[src/rtl/unidade_mostra_sequencia_pkg.sv]
// Shared definitions for the sequence presentation unit.
// Holds the FSM state encodings (which double as the db_estado debug codes)
// and the default presentation timing. The game control unit's timeout is
// meant to use the same constants, so all game timing has one source.
package unidade_mostra_sequencia_pkg;

  typedef enum logic [3:0] {
    OCIOSO  = 4'd0,
    CARREGA = 4'd1,
    ACESO   = 4'd2,
    APAGADO = 4'd3,
    PROXIMO = 4'd4,
    FIM     = 4'd5
  } estado_t;

  localparam int T_ACESO_PADRAO   = 500;
  localparam int T_APAGADO_PADRAO = 250;
  localparam int W_TIMER_PADRAO   = 10;

  localparam logic [3:0] DB_INVALIDO = 4'hF;

  // Debug code seen by the board: the encoding itself for legal states,
  // F for anything the register should never hold.
  function automatic logic [3:0] codigo_db(input estado_t estado);
    case (estado)
      OCIOSO, CARREGA, ACESO, APAGADO, PROXIMO, FIM: return estado;
      default:                                       return DB_INVALIDO;
    endcase
  endfunction

endpackage

[src/rtl/unidade_mostra_sequencia_contador_timer.sv]
// contador_timer: W-bit up-counter used to time the lit and dark phases.
// Ports:
//   clock, reset  - system clock, async active-low reset
//   limpa         - synchronous clear (wins over conta)
//   conta         - count enable
//   limite        - terminal value to compare against
//   fim_contagem  - high while the count equals limite
module contador_timer
  #(parameter int W = 10)
  (input  logic         clock,
   input  logic         reset,
   input  logic         limpa,
   input  logic         conta,
   input  logic [W-1:0] limite,
   output logic         fim_contagem);

  logic [W-1:0] contagem;

  always_ff @(posedge clock or negedge reset) begin
    if (!reset) begin
      contagem <= '0;
    end else if (limpa) begin
      contagem <= '0;
    end else if (conta) begin
      contagem <= contagem + W'(1);
    end
  end

  assign fim_contagem = (contagem == limite);

endmodule

[src/rtl/unidade_mostra_sequencia.sv]
// unidade_mostra_sequencia: shows the stored colour sequence, entries
// 0..rodada, each lit for T_ACESO cycles then dark for T_APAGADO cycles,
// and pulses fim_mostra once when done.
// Ports:
//   clock, reset    - system clock, async active-low reset
//   iniciar_mostra  - start request (only looked at while idle)
//   rodada          - last entry index to show, latched at start
//   dado_memoria    - sequence memory read data for endereco
//   endereco        - sequence memory read address
//   leds            - one-hot colour, 0 while dark
//   mostrando       - busy flag
//   fim_mostra      - one-cycle completion pulse
//   db_estado       - debug state code
//
// state   | meaning
// --------+---------------------------------------------
// OCIOSO  | idle, waiting for iniciar_mostra
// CARREGA | capture memory word for current address
// ACESO   | pattern lit for T_ACESO cycles
// APAGADO | dark gap for T_APAGADO cycles
// PROXIMO | advance to next address
// FIM     | completion pulse, back to idle
module unidade_mostra_sequencia
  import unidade_mostra_sequencia_pkg::*;
  #(parameter int T_ACESO   = T_ACESO_PADRAO,
    parameter int T_APAGADO = T_APAGADO_PADRAO,
    parameter int W_TIMER   = W_TIMER_PADRAO)
  (input  logic       clock,
   input  logic       reset,
   input  logic       iniciar_mostra,
   input  logic [3:0] rodada,
   input  logic [3:0] dado_memoria,
   output logic [3:0] endereco,
   output logic [3:0] leds,
   output logic       mostrando,
   output logic       fim_mostra,
   output logic [3:0] db_estado);

  localparam logic [W_TIMER-1:0] LIM_ACESO   = W_TIMER'(T_ACESO - 1);
  localparam logic [W_TIMER-1:0] LIM_APAGADO = W_TIMER'(T_APAGADO - 1);

  estado_t estado, estado_prox;

  logic [3:0]         endereco_reg;
  logic [3:0]         rodada_reg;
  logic [3:0]         leds_reg;
  logic               timer_limpa;
  logic               timer_conta;
  logic [W_TIMER-1:0] timer_limite;
  logic               timer_fim;

  contador_timer #(.W(W_TIMER)) u_timer (
    .clock        (clock),
    .reset        (reset),
    .limpa        (timer_limpa),
    .conta        (timer_conta),
    .limite       (timer_limite),
    .fim_contagem (timer_fim)
  );

  always_ff @(posedge clock or negedge reset) begin
    if (!reset) estado <= OCIOSO;
    else        estado <= estado_prox;
  end

  always_comb begin
    estado_prox = estado;
    case (estado)
      OCIOSO:  if (iniciar_mostra) estado_prox = CARREGA;
      CARREGA: estado_prox = ACESO;
      ACESO:   if (timer_fim) estado_prox = APAGADO;
      APAGADO: if (timer_fim)
                 estado_prox = (endereco_reg == rodada_reg) ? FIM : PROXIMO;
      PROXIMO: estado_prox = CARREGA;
      FIM:     estado_prox = OCIOSO;
      default: estado_prox = OCIOSO;
    endcase
  end

  always_comb begin
    leds         = 4'd0;
    mostrando    = 1'b0;
    fim_mostra   = 1'b0;
    timer_limpa  = 1'b0;
    timer_conta  = 1'b0;
    timer_limite = LIM_APAGADO;
    case (estado)
      CARREGA: begin
        mostrando   = 1'b1;
        timer_limpa = 1'b1;
      end
      ACESO: begin
        mostrando    = 1'b1;
        leds         = leds_reg;
        timer_conta  = 1'b1;
        timer_limite = LIM_ACESO;
        timer_limpa  = timer_fim;
      end
      APAGADO: begin
        mostrando   = 1'b1;
        timer_conta = 1'b1;
        timer_limpa = timer_fim;
      end
      PROXIMO: mostrando = 1'b1;
      FIM: begin
        mostrando  = 1'b1;
        fim_mostra = 1'b1;
      end
      default: ;
    endcase
  end

  assign db_estado = codigo_db(estado);
  assign endereco  = endereco_reg;

  // Address is returned to 0 on the way out so the idle outputs are all zero.
  // endereco never passes rodada_reg, so the increment cannot wrap.
  always_ff @(posedge clock or negedge reset) begin
    if (!reset) begin
      endereco_reg <= 4'd0;
      rodada_reg   <= 4'd0;
      leds_reg     <= 4'd0;
    end else begin
      case (estado)
        OCIOSO: if (iniciar_mostra) begin
          rodada_reg   <= rodada;
          endereco_reg <= 4'd0;
        end
        CARREGA: leds_reg     <= dado_memoria;
        PROXIMO: endereco_reg <= endereco_reg + 4'd1;
        FIM:     endereco_reg <= 4'd0;
        default: ;
      endcase
    end
  end

endmodule
[config.mk]
export PLATFORM = sky130hd
export DESIGN_NAME = unidade_mostra_sequencia
export DESIGN_NICKNAME = d
export VERILOG_FILES = /design/src/rtl/unidade_mostra_sequencia_pkg.sv /design/src/rtl/unidade_mostra_sequencia_contador_timer.sv /design/src/rtl/unidade_mostra_sequencia.sv
export SDC_FILE = /design/constraint.sdc
export NUM_CORES = 1
export LEC_CHECK = 0
export BUFFER_PORTS_ARGS = -buffer_cell sky130_fd_sc_hd__buf_2
export CELL_PAD_IN_SITES_DETAIL_PLACEMENT = 0
export CELL_PAD_IN_SITES_GLOBAL_PLACEMENT = 1
export CORE_MARGIN = 5
export CORE_UTILIZATION = 43
export CTS_CLUSTER_SIZE = 40
export DETAILED_ROUTE_END_ITERATION = 8
export HOLD_SLACK_MARGIN = 0.06
export PLACE_DENSITY_LB_ADDON = 0.1
export SLEW_MARGIN = 20
export SYNTH_ARGS = -nofsm -noshare
export SYNTH_HDL_FRONTEND = slang
export SYNTH_HIERARCHICAL = 1
export SYNTH_SLANG_ARGS = --single-unit
[constraint.sdc]
create_clock -name clock -period 3.5 [get_ports clock]
set_input_delay 0.7 -clock clock [delete_from_list [all_inputs] [get_ports clock]]
set_output_delay 0.7 -clock clock [all_outputs]
set_load 0.1 [all_outputs]
# After elaboration in Yosys (flattened, before gate mapping)
# Index checks and enable logic that the tools add are counted.
[totals] inputBits=11 word_cells=42 output_inout_bits=14 ff_bits=26
[classes] add_sub_neg=2 n_reduce_logical=9 n_mux=16 n_eq_ne=10
[ops] cell="$mux 4" n=6
[ops] cell="$mux 10" n=2
[ops] cell="$pmux 4 s5" n=1
[ops] cell="$pmux 4 s3" n=1
[ops] cell="$add 10x1->10 const B" n=1
[ops] cell="$eq 10x9->1" n=1
[ops] cell="$mux 9" n=1
[ops] cell="$eq 4x2->1 const B" n=2
[ops] cell="$eq 4x3->1 const B" n=2
[ops] cell="$ne 2x2->1 const B" n=3
[ops] cell="$reduce_or 6->1" n=1
[ops] cell="$reduce_or 5->1" n=1
[ops] cell="$add 4x1->4 const B" n=1
[ops] cell="$eq 4x1->1 const B" n=1
[ops] cell="$eq 4x4->1" n=1
[ops] cell="$logic_not 4->1" n=1
[ops] cell="$mux 1" n=4
[ops] cell="$reduce_and 2->1" n=2
[ops] cell="$reduce_and 3->1" n=1
[ops] cell="$reduce_bool 3->1" n=1
[ops] cell="$pmux 1 s2" n=1
[ops] cell="$reduce_bool 2->1" n=1
[ops] cell="$reduce_or 2->1" n=1

# Depth between registers and ports, before layout
# Gate-level depths: netlist of the first run.
[depth] word_depth=5 ltp_mapped=12 mapped_depth_nobuf=11

# Hierarchy
# Netlist of the first run, hierarchy kept.
[by_module_without_submodules] module="unidade_mostra_sequencia" seq_area_each_um2=375.4 area_per_inst_um2=852.1 cells_each=77 instances=1
[by_module_without_submodules] module="contador_timer" seq_area_each_um2=250.2 area_per_inst_um2=594.3 cells_each=61 instances=1

# Least setup slack after synthesis of the first run
# Ideal clock, no wire load.
[synth_path] kind="reg-to-output" start="register estado[1]" end="output mostrando" stages_incl_launch_ff=4 arrival_ns=2.691 setup_slack_ns=0.109 t_required_ns=2.800 path_buffers=1 path_cell_list="dfrtp_1 > buf_4 > and2_1 > a21oi_1"
[synth_via] elab_chain_len=3 elab_cells_between_ends=7 classes_between="eq/ne (5); mux (1); reduce/logical (1)"
[synth_rtl] item="start: declaration" line_no="unidade_mostra_sequencia.sv:42" text="estado_t estado, estado_prox;"
[synth_rtl] item="start signal: assignment" line_no="unidade_mostra_sequencia.sv:63" text="else estado <= estado_prox;"
[synth_rtl] item="$eq 4x1->1 (tied with other cells)" line_no="unidade_mostra_sequencia.sv:87" text="case (estado)"
[synth_rtl] item="$reduce_or 5->1 (no line) (*)"
[synth_rtl] item="$mux 1 (*)" line_no="unidade_mostra_sequencia.sv:87"
[synth_rtl] item="end: declaration" line_no="unidade_mostra_sequencia.sv:35" text="output logic mostrando,"
# Mark *: on every way between the ends. The rest lies on a longest branch, timed or not.

# Final worst setup path of the first run
[layout_path] start="register estado[2]" end="register u_timer.contagem[9]"
[layout_via] elab_chain_len=5 elab_cells_between_ends=10 classes_between="eq/ne (4); mux (4); reduce/logical (2)"
[layout_rtl] item="$eq 4x2->1 (*)" line_no="unidade_mostra_sequencia.sv:87"
[layout_rtl] item="$mux 9 (*)" line_no="unidade_mostra_sequencia.sv:87"
[layout_rtl] item="via timer_limite[1]" line_no="unidade_mostra_sequencia.sv:49" text="logic [W_TIMER-1:0] timer_limite;"
[layout_rtl] item="$eq 10x9->1 (*)" line_no="unidade_mostra_sequencia_contador_timer.sv:29" text="assign fim_contagem = (contagem == limite);"
[layout_rtl] item="via timer_fim" line_no="unidade_mostra_sequencia.sv:50" text="logic timer_fim;"
[layout_rtl] item="$pmux 1 s2 (*)" line_no="unidade_mostra_sequencia.sv:87"
[layout_rtl] item="via timer_limpa" line_no="unidade_mostra_sequencia.sv:47" text="logic timer_limpa;"
[layout_rtl] item="$mux 10 / $reduce_bool 2->1 (equally long branches)"
[layout_rtl] item="end signal: assignment" line_no="unidade_mostra_sequencia_contador_timer.sv:25" text="contagem <= contagem + W'(1);"
[layout_rtl] item="end: declaration" line_no="unidade_mostra_sequencia_contador_timer.sv:17" text="logic [W-1:0] contagem;"
# The timed path passes the listed nets; every way through them passes the cells marked *.
# A chain may end at the register's enable or synchronous reset.

==> out/metrics.yaml, run 1 <==
crit_path_start: "estado[2]"
yosysMostFrequentCell: "dfrtp_1"
fin_crit_ns: 3.09
die_h_um: 68.0
hold_buffers: 0
status: "complete, no violations"
regArea_um2: 626
synth.top_cell.area_share_pct: 43.3
fin_cells: 211
path_clk_slew_ns: 0.14
max_flop_register: "u_timer/contagem"
ys_async_sr_fraction_pct: 100
track_usage_pct: 13.3
place_hpwl_um: 2050
drive_gt1_share_pct: 27.9
io_buffers: 24
setup_tns_ns: 0
grt_max_degree: 26
cts_htree_levels: 1
timing.slew.headroom_pct: 62.1
r2r_start: "estado[2]"
worst-setup-path-type: "reg -> reg"
ys_types: 40
largest_reg_flops: 10
post-synth-top-area-cell: "dfrtp_1"
grt_pass1_wl_um: 4680
overflow: 0
crit_path_end_kind: "flop"
multi_input_area_um2: 766
synth_area_leaders: "dfrtp_1 (43%), xnor2_1 (6.7%), xor2_1 (4.8%)"
clk-insertion-delay-late_ns: 0.31
slowest_delay_ns: 0.54
synth_xor_area_share_pct: 11.5
hold_viol_final: 0
synth_top_family_by_area: "simple AND/OR/NAND/NOR gates"
totalWireLength_um: 2730
cp_num_cells: 11
worst_pin_slew_ns: 0.569
critPathTopFamily: "simple AND/OR/NAND/NOR gates"
core_area_um2: 3280
finalSetupViolations: 0
netlist_area_um2: 1450
ff2ff_path_depth: 11
dr.pass1.iters: 4
cts_buffer_depth: 2
synth_flop_cell: "dfrtp_1"
nFillCells: 324
area_growth_pct: 12.9
fmax_ghz: 0.324
utilization_pct: 49.7
avgViaCountPerCell: 4.98
num_rows: 21
ys_seq_elements: 25
rsz0062_at_grt: "false"
synth_mux_area_share_pct: 9.34
cts_buffers: 3
hp-class: "in -> async"
cts.sinks: 25
gp_congestion: 0.829
leakage_nw: 0.767
crit_slowest_cell: "or4_1"
ys_seq_area_share_pct: 43.3
start_kind: "flop"
clock-skew-final_ns: 0.00575
path_buf_inv: 1
route.detailed.drc: 0
synthAdderAreaFrac_pct: 1.73
grt_pass1_vias: 995
crit_fanout: 10
antenna_found_initial: 0
crit_required_ns: 3.75
avgSynthCellArea_um2: 10.5
cap_viol_max_count: 0
ir_worst_vdd_v: 0.000273
worstPathCellList: "nand2b_1, nor2_1, inv_1, xnor2_1, nand4_1, nor4_1, nand2_1, a21oi_1, o2111ai_2, or4_1, a21oi_1"
synth_cells: 138
synth_edf_count: 0
cts_resized: 0
vias: 1051
period_share_pct: 88.3
cts_root_buffer: "clkbuf_4"
yosys_warnings: 6
synth_compound_area_share_pct: 9.78
crit_top_cell: "a21oi_1"
pwr_density_cell_nw_per_um2: 620
ant_nets: 0
cts_setup_buffers: 0
start_util_pct: 44.0
synth-simple-area-share_pct: 18.8
post_drt_wl_per_cell_um: 12.9
placed_cells_incl_taps: 207
drt_iter0_drc: 35
dieWidth_um: 68.0
die-area_um2: 4620
cts_tree: "built"
finalMaxSlewViolations: 0
num_io_pins: 25
synth_top_cells_by_count: "dfrtp_1 (25), nor2_1 (12), xnor2_1 (11)"
nNetsFinal: 179
antenna_cells: 0
critPathArrivalTime_ns: 3.34
-- placed cells by master (no fill, tap or decap), types with 3 or more instances in the layout --
master	netlist	layout
dfrtp_1	25	25
buf_2	2	24
nor2_1	12	12
xnor2_1	11	11
xor2_1	8	8
a21oi_1	7	7
conb_1	2	7
and2_1	5	5
nand2_1	5	5
inv_1	4	4
mux2_2	4	4
mux2_4	4	4
nand3_1	3	3
mux2i_1	3	3
clkbuf_4	0	3
buf_4	2	3
nand4_1	3	3
o21ai_0	3	3
or3_1	3	3
-- cells by family after synthesis --
group                      count (synthesis)
AOI/OAI and AO/OA                         20
muxes                                     11
DFF                                       25
adders and majority gates                  2
xor gates and xnor gates                  19
buffers and inverters                     13
other                                      2
and+or+nand+nor                           46
-- path summary, 6_finish.rpt --
kind	endpoint	slack, ns
setup / recovery	u_timer/contagem[9]	0.41
hold / removal	leds_reg[0]	0.36
setup reg to reg	u_timer/contagem[9]	0.41
hold reg to reg	leds_reg[2]	0.51
max in group asynchronous	rodada_reg[2]	2.77
min in group clock	leds_reg[2]	0.51
-- worst register-to-register path: stages, from the launching register on --
cell and delay [ns]:
dfrtp_1 0.52, nand2b_1 0.25, nor2_1 0.38, inv_1 0.11, xnor2_1 0.16, nand4_1 0.10, nor4_1 0.26, nand2_1 0.09
a21oi_1 0.23, o2111ai_2 0.24, or4_1 0.55, a21oi_1 0.15
-- per-layer routing --
metal | GRT usage [%] | wire (um) | vias up
met5 | 0 | 0 | -
met4 | 5.21 | 25 | 0
met3 | 2.79 | 178 | 2
met2 | 20.0 | 1170 | 28
met1 | 18.7 | 1360 | 500
li1 | - | - | 521
-- per-stage QoR --
step	total power, mW	setup slack [ns]	cell area (um2)	hold WS, ns
floorplan	0.821	0.109	1470	0.404
global placement	0.884	0.570	1610	0.486
detailed placement	0.892	0.418	1610	0.488
CTS	1.03	0.378	1630	0.361
global route	1.09	0.0194	1630	0.390
finish	1.01	0.411	1630	0.355
-- power by group --
| part | switching [mW] | internal (mW) | leakage [nW] | total, mW |
|---|---|---|---|---|
| Sequential | 0.105 | 0.357 | 0.316 | 0.462 |
| Clock | 0.0851 | 0.0445 | 0.0150 | 0.130 |
| Combinational | 0.260 | 0.160 | 0.436 | 0.420 |
-- final cells by class --
cell class / instances / share of cell area (%)
Inverter: 4 / 0.920
Timing Repair Buffer: 27 / 8.74
Sequential cell: 25 / 38.3
Multi-Input combinational cell: 105 / 46.9
Tap cell: 46 / 3.52
Clock buffer: 4 / 1.61
Power figures use the tool's default switching activity.
==> run 2, diff against run 1 <==
--- a/config.mk
+++ b/config.mk
@@ -5,11 +5,12 @@
 export SDC_FILE = /design/constraint.sdc
 export NUM_CORES = 1
 export LEC_CHECK = 0
+export ABC_AREA = 1
 export BUFFER_PORTS_ARGS = -buffer_cell sky130_fd_sc_hd__buf_2
 export CELL_PAD_IN_SITES_DETAIL_PLACEMENT = 0
 export CELL_PAD_IN_SITES_GLOBAL_PLACEMENT = 1
 export CORE_MARGIN = 5
-export CORE_UTILIZATION = 43
+export CORE_UTILIZATION = 40
 export CTS_CLUSTER_SIZE = 40
 export DETAILED_ROUTE_END_ITERATION = 8
 export HOLD_SLACK_MARGIN = 0.06
==> run 2 against run 1 <==
Against the previous run:
- hold slack better by 0.065 ns
- critical path depth is 6 lower
- global-route usage fell by 0.16 points
- sequential power grew 5.6%
- clock-buffer cell count is the same
- die area increased by 13%
- critical endpoint is now leds[0]
- largest cell class unchanged
- largest power group is now combinational logic
- highest routed layer unchanged
==> out/metrics.yaml, run 2 <==
status: "complete, no violations"
yosys_warnings: 6  # unchanged
netlist_area_um2: 1540  # +6.7%
seq_power_share_pct: 27.7  # -18 points
cts_buffer_depth: 2  # unchanged
track_usage_pct: 13.2  # -0.16 points
pwr_density_cell_nw_per_um2: 985  # +59%
p_sw_mw: 1.06  # +130%
ys_async_sr_fraction_pct: 100  # unchanged
finalMaxSlewViolations: 0  # unchanged
post-synth-top-area-cell: "dfrtp_1"
clk-insertion-delay-late_ns: 0.27  # -0.04 ns
cts_tree: "built"
crit_required_ns: 2.80  # -0.95 ns
pwr-share-clk_pct: 9.9  # -2.9 points
ff2ff_path_depth: 16  # +5
wl_met3_um: 117  # -34%
m1WireLength_um: 1510  # +11%
area_growth_pct: 15.6
synth_area_leaders: "dfrtp_1 (41%), nand2_1 (15%), inv_1 (7.5%)"
ys_types: 25  # -38%
hp-class: "in -> async"
finalSetupViolations: 0  # unchanged
path_clk_slew_ns: 0.09  # -0.05 ns
period_share_pct: 69.8  # -18 points
dr_wl_met2_um: 1500  # +28%
vias: 1298  # +24%
largest_reg_flops: 10  # unchanged
cap_viol_max_count: 0  # unchanged
io_buffers: 24  # unchanged
yosysMostFrequentCell: "nand2_1"
cts.sinks: 25  # unchanged
cts_buffers: 3  # unchanged
grt_pass1_vias: 1225  # +23%
place_ws_ns: 1.21  # +0.794 ns
fin_crit_ns: 2.44  # -0.645 ns
gp_congestion: 0.741  # -11%
r2r_slack_ns: 1.17  # +0.76 ns
core_area_um2: 3690  # +12%
utilization_pct: 48.4  # -1.3 points
synth.top_cell.area_share_pct: 40.5  # -2.7 points
power.internal_mw: 0.702  # +25%
fmax_ghz: 0.409  # +26%
ys_seq_elements: 25  # unchanged
post_drt_wl_per_cell_um: 10.8  # -17%
drt_iter0_drc: 41  # +17%
start_kind: "flop"
synth_top_cells_by_count: "nand2_1 (60), inv_1 (31), nor2_1 (26)"
worst_pin_slew_ns: 0.585  # +0.0158 ns
antenna_cells: 0  # unchanged
cts_setup_buffers: 0  # unchanged
hold_viol_final: 0  # unchanged
cts_root_buffer: "clkbuf_8"
totalWireLength_um: 3140  # +15%
nNetsFinal: 258  # +44%
overflow: 0  # unchanged
cts_resized: 0  # unchanged
setup_tns_ns: 0  # unchanged
place_hpwl_um: 2390  # +17%
placed_cells_incl_taps: 288  # +39%
max_flop_register: "u_timer/contagem"
grt_max_degree: 26  # unchanged
worst-setup-path-type: "reg -> out"
synth_edf_count: 0  # unchanged
cts_htree_levels: 1  # unchanged
fin_cells: 292  # +38%
final_common_cell: "nand2_1"
highest_layer: "met4"
rsz0062_at_grt: "false"
avgSynthCellArea_um2: 7.28  # -31%
die_h_um: 72.1  # +6.1%
ant_nets: 0  # unchanged
crit_path_end_kind: "output pin"
grt_pass1_wl_um: 5460  # +17%
synth_flop_cell: "dfrtp_1"
dieWidth_um: 72.1  # +6.1%
leakage_nw: 0.977  # +27%
fin_ws_ns: 1.06  # +0.645 ns
hold_buffers: 0  # unchanged
num_rows: 22  # +4.8%
ir_worst_vdd_v: 0.000452  # +65%
drive_gt1_share_pct: 18.0  # -9.8 points
r2r_start: "estado[1]"
r2r-end: "u_timer/contagem[6]"
die-area_um2: 5200  # +13%
synth_cells: 212  # +54%
power_mw: 1.76  # +74%
combPwrFrac_pct: 62.4  # +21 points
dr.pass1.iters: 4  # unchanged
critPathArrivalTime_ns: 1.74  # -1.60 ns
route.detailed.drc: 0  # unchanged
crit_fanout: 10  # unchanged
timing.slew.headroom_pct: 61.0  # -1.1 points
start_util_pct: 41.9  # -2.2 points
ys_seq_area_share_pct: 40.5  # -2.7 points
nFillCells: 390  # +20%
antenna_found_initial: 0  # unchanged
clock-skew-final_ns: 0.00597  # +0.000225 ns
swShare_pct: 60.1  # +16 points
final_cell_mix: "nand2_1 (60), inv_1 (31), nor2_1 (26), dfrtp_1 (25), buf_2 (24)"
avgViaCountPerCell: 4.45  # -11%
num_io_pins: 25  # unchanged
[run 2: cell types whose count changed after synthesis, sizes merged, moves of 4 or more]
| cell | before | now |
|---|---|---|
| inv | 4 | 36 |
| xnor2 | 11 | 6 |
| mux2 | 8 | 1 |
| nand2 | 5 | 61 |
| xor2 | 8 | 4 |
| nand3 | 3 | 17 |
| nor2 | 14 | 31 |
| buf | 6 | 0 |
| a21oi | 7 | 11 |
| o21ai | 3 | 7 |
| and2 | 5 | 0 |
[run 2: cell type report]
cell class                 instances  area (um2)  share of cell area [%]
timing repair buffer              24         120                    6.73
sequential                        25         626                    35.1
clock buffer                       4        45.0                    2.52
inverter                          36         135                    7.57
multi-input combinational        155         798                    44.7
tap                               48        60.1                    3.37
[run 2: kinds of logic after synthesis]
family,Yosys count,synth area share (%)
simple gates,115,35.1
buf+inv,38,9.24
flops,25,40.5
compound gates,19,6.64
xor+xnor,10,5.67
fa+ha+maj,2,1.62
other cells,2,0.486
mux,1,0.729
[run 2: power by group through the flow]
stage	combinational, mW	clock, mW	sequential, mW
global placement	1.11	0	0.495
detailed placement	1.10	0	0.495
global route	1.19	0.200	0.508
floorplan	0.884	0	0.534
finish	1.10	0.174	0.488
CTS	1.11	0.186	0.489
[run 2: per-stage QoR]
stage / area, um2 / hold WS, ns
after detailed placement: 1740 / 0.501
final: 1780 / 0.421
after global routing: 1780 / 0.462
after CTS: 1780 / 0.444
after global placement: 1740 / 0.490
after floorplan: 1570 / 0.404
[run 2: metal layers]
layer / vias to the layer above / track usage, %
met3: 2 / 1.80
met4: 0 / 5.64
met5: - / 0
met1: 571 / 18.0
li1: 706 / -
met2: 19 / 20.8
[run 2: how the worst max path moves through the flow]
stage / startpoint / endpoint / slack (ns)
after floorplan: estado[2] / fim_mostra / 0.08
after global placement: estado[1] / u_timer/contagem[6] / 1.26
after detailed placement: estado[1] / u_timer/contagem[6] / 1.21
after CTS: estado[1] / leds[0] / 1.04
after global routing: estado[1] / u_timer/contagem[6] / 0.88
final: estado[1] / leds[0] / 1.06
[run 2: worst max-delay path, stage by stage (launching register included)]
cell	delay [ns]
dfrtp_1	0.48
inv_2	0.12
nor2_8	0.18
nand2_2	0.14
nor2_1	0.11
buf_2	0.43
==> run 3, diff against run 2 <==
--- a/config.mk
+++ b/config.mk
@@ -10,7 +10,7 @@
 export CELL_PAD_IN_SITES_DETAIL_PLACEMENT = 0
 export CELL_PAD_IN_SITES_GLOBAL_PLACEMENT = 1
 export CORE_MARGIN = 5
-export CORE_UTILIZATION = 40
+export CORE_UTILIZATION = 36
 export CTS_CLUSTER_SIZE = 40
 export DETAILED_ROUTE_END_ITERATION = 8
 export HOLD_SLACK_MARGIN = 0.06
==> constraint.sdc (replaced) <==
create_clock -name clock -period 2.1 [get_ports clock]
set_input_delay 0.42 -clock clock [delete_from_list [all_inputs] [get_ports clock]]
set_output_delay 0.42 -clock clock [all_outputs]
set_load 0.1 [all_outputs]
==> run 3 against run 2 <==
Against the previous run:
- cell area increased by 7.6%
- sequential power increased by 60%
- clock power increased by 69%
- final cell count increased by 3.1%
- non-clock buffer count increased by 7
- first-iteration DRC count increased by 2.4%
- critical path type unchanged
==> out/metrics.yaml, run 3 (synthesis gave the netlist of run 2 again) <==
num_io_pins: 25  # unchanged
dpl_cell_area_um2: 1860  # +6.7%
leakage_nw: 1.03  # +5.9%
worstPathCellList: "buf_4, inv_2, nor3_2, buf_2"
worst_pin_slew_ns: 0.591  # +0.00573 ns
die_h_um: 75.5  # +4.7%
final_cell_mix: "nand2_1 (59), inv_1 (30), nor2_1 (26), dfrtp_1 (25), buf_2 (19)"
drt_iter0_drc: 42  # +2.4%
fin_crit_ns: 1.98
use_met2_pct: 21.5  # +0.65 points
die-area_um2: 5700  # +9.5%
holdWs_ns: 0.143  # -0.278 ns
hold_viol_final: 0  # unchanged
finalSetupViolations: 0  # unchanged
ff2ff_path_depth: 15  # -1
start_kind: "flop"
cts_buffer_depth: 2  # unchanged
crit_slowest_cell: "dfrtp_1"
crit_end: "fim_mostra"
p_sw_mw: 1.83  # +73%
grt_pass1_wl_um: 5480  # +0.26%
critPathArrivalTime_ns: 1.56  # -0.18 ns
num_rows: 23  # +4.5%
pwr_density_cell_nw_per_um2: 1690  # +71%
cts_tree: "built"
cts_htree_levels: 1  # unchanged
core_area_um2: 4090  # +11%
power.internal_mw: 1.41  # +100%
timing.slew.headroom_pct: 60.6  # -0.38 points
route.detailed.drc: 0  # unchanged
dieWidth_um: 75.5  # +4.7%
finalMaxSlewViolations: 0  # unchanged
gp_congestion: 0.754  # +1.7%
seq_power_share_pct: 24.0  # -3.7 points
overflow: 0  # unchanged
totalWireLength_um: 3420  # +8.7%
met3_usage_pct: 2.90  # +1.1 points
io_buffers: 24  # unchanged
clk-insertion-delay-late_ns: 0.27  # about the same
crit_path_end_kind: "output pin"
grt_max_degree: 26  # unchanged
r2r-end: "u_timer/contagem[5]"
clock-skew-final_ns: 0.00221  # -0.00376 ns
path_clk_slew_ns: 0.09  # about the same
cts.sinks: 25  # unchanged
start_util_pct: 37.8  # -4.1 points
combPwrFrac_pct: 66.9  # +4.5 points
hold_buffers: 0  # unchanged
cap_viol_max_count: 0  # unchanged
area_growth_pct: 24.3
worst-setup-path-type: "reg -> out"
crit_required_ns: 1.68  # -1.12 ns
status: "complete, no violations"
max_flop_register: "u_timer/contagem"
top_usage_layer: "met2"
r2r_start: "estado[2]"
crit_path_start: "estado[2]"
drive_gt1_share_pct: 21.9  # +3.9 points
final_area_um2: 1920  # +7.6%
place_hpwl_um: 2580  # +7.7%
crit_fanout: 5  # -5
avgViaCountPerCell: 4.48  # +0.67%
final_common_cell: "nand2_1"
track_usage_pct: 12.7  # -0.52 points
antenna_cells: 0  # unchanged
slowest_delay_ns: 0.46  # -0.02 ns
swShare_pct: 56.4  # -3.7 points
r2r_slack_ns: 0.20  # -0.97 ns
nNetsFinal: 265  # +2.7%
setup_tns_ns: 0  # unchanged
fmax_ghz: 0.505
pwr-share-clk_pct: 9.1  # -0.8 points
largest_reg_flops: 10  # unchanged
period_share_pct: 94.3
cts_buffers: 3  # unchanged
use_met1_pct: 16.4  # -1.5 points
hp-class: "in -> async"
ir_worst_vdd_v: 0.000663  # +47%
post_drt_wl_per_cell_um: 11.3  # +5.5%
antenna_found_initial: 0  # unchanged
cts_root_buffer: "clkbuf_8"
dr.pass1.iters: 4  # unchanged
ant_nets: 0  # unchanged
grt_pass1_vias: 1196  # -2.4%
utilization_pct: 47.0  # -1.4 points
vias: 1347  # +3.8%
## run 3: power groups by stage
stage	clock (mW)	combinational (mW)	sequential, mW
detailed placement	0	2.16	0.789
global placement	0	2.16	0.788
floorplan	0	1.48	0.892
global route	0.327	2.34	0.808
finish	0.294	2.17	0.779
CTS	0.316	2.16	0.779
## run 3: cell type report
class,instances,area (um2)
Fill cell,447,2170
Multi-Input combinational cell,155,816
Sequential cell,25,626
Timing Repair Buffer,31,235
Inverter,36,135
Tap cell,50,62.6
Clock buffer,4,45.0
## run 3: worst min path at each step
stage	start	endpoint	slack, ns	cells past startpoint
2_1_floorplan	reset	endereco[0]	0.12	0
3_3_place_gp	reset	endereco[2]	0.47	1
3_5_place_dp	reset	endereco[2]	0.47	1
4_1_cts	reset	u_timer/contagem[0]	0.16	1
5_1_grt	reset	u_timer/contagem[0]	0.18	1
6_report	reset	endereco[2]	0.14	1
## run 3: worst max-delay path: cells and delay by family, from the launching register on
family | cells | cell delay [ns]
flops | 1 | 0.46
simple gates | 1 | 0.14
buf+inv | 3 | 0.70
## run 3: routing by layer
metal / up-vias / share of wire (%) / wire length, um
met5: - / 0 / 0
met4: 0 / 0.59 / 20
met3: 2 / 4.2 / 144
met2: 18 / 47 / 1620
met1: 604 / 48 / 1630
li1: 723 / - / -
## run 3: repair_timing
action,4_1_cts,5_1_grt
gates resized for setup,0,4
setup buffers,0,1
setup endpoints to repair,0,6
## run 3: through the flow
| stage | cells | power, mW | worst slack [ns] |
|---|---|---|---|
| final | 301 | 3.24 | 0.119 |
| after global routing | 301 | 3.47 | -0.0198 |
| after CTS | 300 | 3.26 | 0.0250 |
| after detailed placement | 296 | 2.95 | 0.168 |
| after global placement | 296 | 2.95 | 0.197 |
| after floorplan | 218 | 2.38 | -0.428 |
